`src/rtl/ex_mul_unit.sv`:
```
// Execute-stage radix-2 shift-add multiplier, signed/unsigned, stalls the pipe via busy.
// One multiplier bit retires per cycle; sign is applied to the magnitude product at the end.
//
// state | meaning
// IDLE  | waiting for a MUL opcode in ID/EX
// RUN   | WIDTH shift-add iterations on the magnitudes
// DONE  | one-cycle result pulse, product registers load

module ex_mul_unit #(
  parameter int         WIDTH  = 32,
  parameter logic [4:0] MUL_OP = 5'b10010
) (
  input  logic             clk,
  input  logic             rst_n,
  input  logic             flush,
  input  logic [4:0]       opcode,
  input  logic [WIDTH-1:0] rd1,
  input  logic [WIDTH-1:0] rd2,
  input  logic             mul_signed,
  input  logic             high,
  input  logic             low,
  output logic             busy,
  output logic             result_valid,
  output logic [WIDTH-1:0] result,
  output logic [WIDTH-1:0] prod_hi,
  output logic [WIDTH-1:0] prod_lo
);

  localparam int CW = (WIDTH > 1) ? $clog2(WIDTH) : 1;
  localparam logic [CW-1:0]        CNT_LAST = CW'(WIDTH - 1);
  localparam logic [WIDTH-1:0]     ONE_W    = WIDTH'(1);
  localparam logic [2*WIDTH-1:0]   ONE_2W   = (2*WIDTH)'(1);

  typedef enum logic [1:0] {
    S_IDLE,
    S_RUN,
    S_DONE
  } state_t;

  state_t             state;
  logic [CW-1:0]      cnt;
  logic [WIDTH-1:0]   mcand;
  logic [2*WIDTH-1:0] acc;
  logic               neg;
  logic [1:0]         sel_q;
  logic [WIDTH-1:0]   result_q;

  logic               start;
  logic [WIDTH-1:0]   mag1;
  logic [WIDTH-1:0]   mag2;
  logic [WIDTH:0]     sum;
  logic [2*WIDTH-1:0] p;
  logic [WIDTH-1:0]   p_sel;

  assign start = (state == S_IDLE) && (opcode == MUL_OP) && !flush;
  assign busy  = (start || (state == S_RUN)) && !flush;

  // -2^(WIDTH-1) negates to itself, which is the correct unsigned magnitude
  assign mag1 = (mul_signed && rd1[WIDTH-1]) ? (~rd1 + ONE_W) : rd1;
  assign mag2 = (mul_signed && rd2[WIDTH-1]) ? (~rd2 + ONE_W) : rd2;

  assign sum = {1'b0, acc[2*WIDTH-1:WIDTH]} + {1'b0, (acc[0] ? mcand : {WIDTH{1'b0}})};
  assign p   = neg ? (~acc + ONE_2W) : acc;

  // high wins over low; neither selects the lower half
  always_comb begin
    p_sel = p[WIDTH-1:0];
    case (sel_q)
      2'b10, 2'b11: p_sel = p[2*WIDTH-1:WIDTH];
      default:      p_sel = p[WIDTH-1:0];
    endcase
  end

  assign result_valid = (state == S_DONE) && !flush;
  assign result       = (state == S_DONE) ? p_sel : result_q;

  always_ff @(posedge clk or negedge rst_n) begin
    if (!rst_n) begin
      state    <= S_IDLE;
      cnt      <= '0;
      mcand    <= '0;
      acc      <= '0;
      neg      <= 1'b0;
      sel_q    <= 2'b00;
      result_q <= '0;
      prod_hi  <= '0;
      prod_lo  <= '0;
    end else if (flush) begin
      state <= S_IDLE;
    end else begin
      case (state)
        S_IDLE: begin
          if (start) begin
            mcand <= mag1;
            acc   <= {{WIDTH{1'b0}}, mag2};
            neg   <= mul_signed & (rd1[WIDTH-1] ^ rd2[WIDTH-1]);
            sel_q <= {high, low};
            cnt   <= '0;
            state <= S_RUN;
          end
        end
        S_RUN: begin
          acc <= {sum, acc[WIDTH-1:1]};
          cnt <= cnt + CW'(1);
          if (cnt == CNT_LAST) state <= S_DONE;
        end
        S_DONE: begin
          prod_hi  <= p[2*WIDTH-1:WIDTH];
          prod_lo  <= p[WIDTH-1:0];
          result_q <= p_sel;
          state    <= S_IDLE;
        end
        default: state <= S_IDLE;
      endcase
    end
  end

endmodule

```
`config.mk`:
```
export PLATFORM = sky130hd
export DESIGN_NAME = ex_mul_unit
export DESIGN_NICKNAME = d
export VERILOG_FILES = /design/src/rtl/ex_mul_unit.sv
export SDC_FILE = /design/constraint.sdc
export NUM_CORES = 1
export LEC_CHECK = 0
export CORE_MARGIN = 8
export CORE_UTILIZATION = 45
export DETAILED_ROUTE_END_ITERATION = 8
export PLACE_DENSITY = 0.7
export REMOVE_ABC_BUFFERS = 1
export SLEW_MARGIN = 5
export SYNTH_ARGS = -nofsm -noshare
export SYNTH_HDL_FRONTEND = slang
export SYNTH_SLANG_ARGS = --single-unit
```
`constraint.sdc`:
```
create_clock -name clk -period 4.3 [get_ports clk]
set_input_delay 0.86 -clock clk [delete_from_list [all_inputs] [get_ports clk]]
set_output_delay 0.86 -clock clk [all_outputs]
set_load 0.1 [all_outputs]
```
==> out/results.ini <==
[outcome]
status=complete, but fails checks
violations=negative setup slack

[route]
antenna_left=0
post_drt_wl_per_cell_microns=17.0
wl_microns=37500
first_iter_violations=829
vias=12300
drcViolationCount=0
via_per_inst=5.55
drt_pre_antenna_iters=5

[synthesis]
syn_inst=1630
syn_area_sq_mm=0.0131
ys_async_sr_fraction=1.00
ys_types=69
yosysWarnings=0
synth_seq_cells=201
synthMuxAreaShare=0.0111
synth_seq_area_share=0.383
yosys.area_share.simple=0.220
synth_top_family_by_area=simple AND/OR/NAND/NOR gates
synth_ff_type=dfrtp_1
synth-xor-area-share=0.0946
synth_edf_count=0
synth_compound_area_frac=0.214
synth_adder_area_share=0.0368
syn_avg_cell_area_sq_um=8.06

[placed_design]
place_area_sq_mm=0.0159
gp_congestion=0.927
placed_cells=2154
numPortBuffers=171
dpl.hpwl_microns=28200

[timing]
finalHoldViolations=0
final_max_slew_viol_count=0
rsz0062_at_grt=yes
fin_worst_skew_ns=0.0120
finalSetupViolations=25
setup_ws_ns=-0.306
maxSlewHeadroom=0.334
fin_crit_sh=1.07
fin_crit_ns=4.61
timing.fmax_mhz=217
worst_pin_slew_ns=0.996

[worst_setup_path]
worstSetupEndpointType=output port
crit_path_max_incr_delay_ns=0.55
r2r-start=acc[0]
startpoint_type=flop
cpMostUsedCell=buf_4
critPathLaunch=acc[19]
crit_family=simple AND/OR/NAND/NOR gates
crit_chain=or4_4 -> nor3b_4 -> or4b_4 -> buf_12 -> buf_4 -> o31ai_4 -> xor2_1 -> buf_4 -> nand2_1 -> o21ai_0 -> o21ai_1 -> clkbuf_16
worstSetupEndpoint=result[18]
critical_path_buf_inv_count=4
arrival_ns=3.75
critPathRequiredTime_ns=3.44
r2r_end=acc[62]
r2r_cells=11
crit_path_top_delay_cell=or4_4
critPathKind=reg -> out
cp_num_cells=12
cp_max_fo=9
rrSetupSlack_ns=0.68

[power]
p_per_area_mw_per_mm2=617
vdd_drop_max_mv=0.339
p_leak_nw=7.53

[layout]
nets=1925
areaGrowthSynthToFinish_pct=31.0
fin_area_sq_mm=0.0172
final_cell_mix=326 x nand2_1, 217 x o21ai_0, 199 x dfrtp_1
final_common_cell=nand2_1
layout.cells.non_filler=2213
register_area_sq_mm=0.00503
utilization=0.600
fillers=2487
drive_above_1_share=0.132
multi_input_area_sq_mm=0.00794

[clocking]
clk_latency_ns=0.51
clockRootBuffer=clkbuf_16
htree_levels=1
clock_path_buffers=3
cts_tree=built
cts_buffers=23
cts.sinks=201
cts.clk_slew.worst_paths_ns=0.06
cts_hold_buf=0

[global_route]
globalRouteOverflowTotal=0
antenna_found_initial=1
grt_pass1_wl_microns=61700
track_usage=0.210
first_global_vias=11900
grt_max_degree=99

[floorplanning]
die_area_sq_mm=0.0349
start_util=0.458
core_area_sq_mm=0.0287
io_pins=173
die_y_microns=187
die_width_microns=187
fp-row-count=62

[flow_run]
cap_violations=0

[hold_path]
hold_class=in -> async

## synth_stat cells (10+ instances only)
library cell  number  area share
o21ai_0          236       0.090
nand3_1           24      0.0091
a21oi_1           97       0.037
dfrtp_1          201        0.38
buf_1             13      0.0037
inv_1             27      0.0077
nand2b_1          17      0.0081
nand2_1          326       0.093
and2_1            38       0.018
xnor2_1           56       0.037
or4_1             12      0.0069
clkbuf_1          96       0.027
nor4_1            12      0.0057
o21ai_1           10      0.0038
or3_1             26       0.012
o31ai_1           34       0.019
a21o_1            15      0.0086
xor2_1            86       0.057
nor3_1            22      0.0084
nor2_1            84       0.024
a31oi_1           10      0.0048
ha_1              37       0.035
o41ai_1           17       0.011
## per-layer routing
metal / wire length (microns) / track usage / up-vias / part of all wire
li1: - / - / 6071 / -
met1: 16800 / 0.283 / 5719 / 0.45
met2: 17000 / 0.340 / 422 / 0.45
met3: 2520 / 0.0326 / 76 / 0.067
met4: 1170 / 0.0687 / 0 / 0.031
met5: 0 / 0 / - / 0
## worst min path at each step
stage / from / to / slack (ns)
floorplan: mcand[31] / mcand[31] / 0.44
global placement: mcand[15] / mcand[15] / 0.45
detailed placement: mcand[14] / mcand[14] / 0.46
CTS: rst_n / prod_lo[27] / 0.48
global route: rst_n / result_q[14] / 0.50
finish: rst_n / prod_lo[27] / 0.43
## per-stage QoR
step / hold WS, ns / TNS, ns / power (mW) / worst slack (ns)
after floorplan: 0.442 / -364.56 / 6.34 / -5.24
after global placement: 0.453 / -0.111 / 7.95 / -0.0634
after detailed placement: 0.463 / -0.439 / 8.08 / -0.160
after CTS: 0.476 / -4.36 / 10.4 / -0.303
after global routing: 0.496 / -7.88 / 11.4 / -0.440
final: 0.427 / -4.65 / 10.6 / -0.306
## flip-flops by register name, summed over array words and instances, names as in the netlist
name,cells
mcand,32
result_q,32
neg,1
sel_q,1
prod_hi,32
cnt,5
prod_lo,32
acc,64
state,2
## cell families (layout without fill, tap and decap cells)
| family | after synthesis | count (layout) |
|---|---|---|
| AND/OR/NAND/NOR | 618 | 618 |
| AO/OA/AOI/OAI | 478 | 478 |
| flip-flops | 201 | 201 |
| XOR/XNOR | 142 | 142 |
| buffers and inverters | 139 | 337 |
| adder cells (fa/ha/maj) | 38 | 38 |
| multiplexers | 14 | 14 |
| other | 0 | 1 |
## power by group
part	internal (mW)	switching (mW)
sequential	2.35	0.588
combinational	2.30	3.32
clock	1.29	0.774
## final cells by class
cell class,instances,share of cell area
clock buffer,32,0.0377
timing repair buffer,269,0.166
tap,384,0.0279
sequential,201,0.292
multi-input combinational,1290,0.461
clock inverter,9,0.00880
inverter,27,0.00589
antenna,1,0.000145
## what timing repair did
action	in CTS	in global routing
setup endpoints to repair	30	30
pin swaps	27	15
setup buffers	7	10
gates resized for setup	53	27
(Power assumes the default switching activity.)
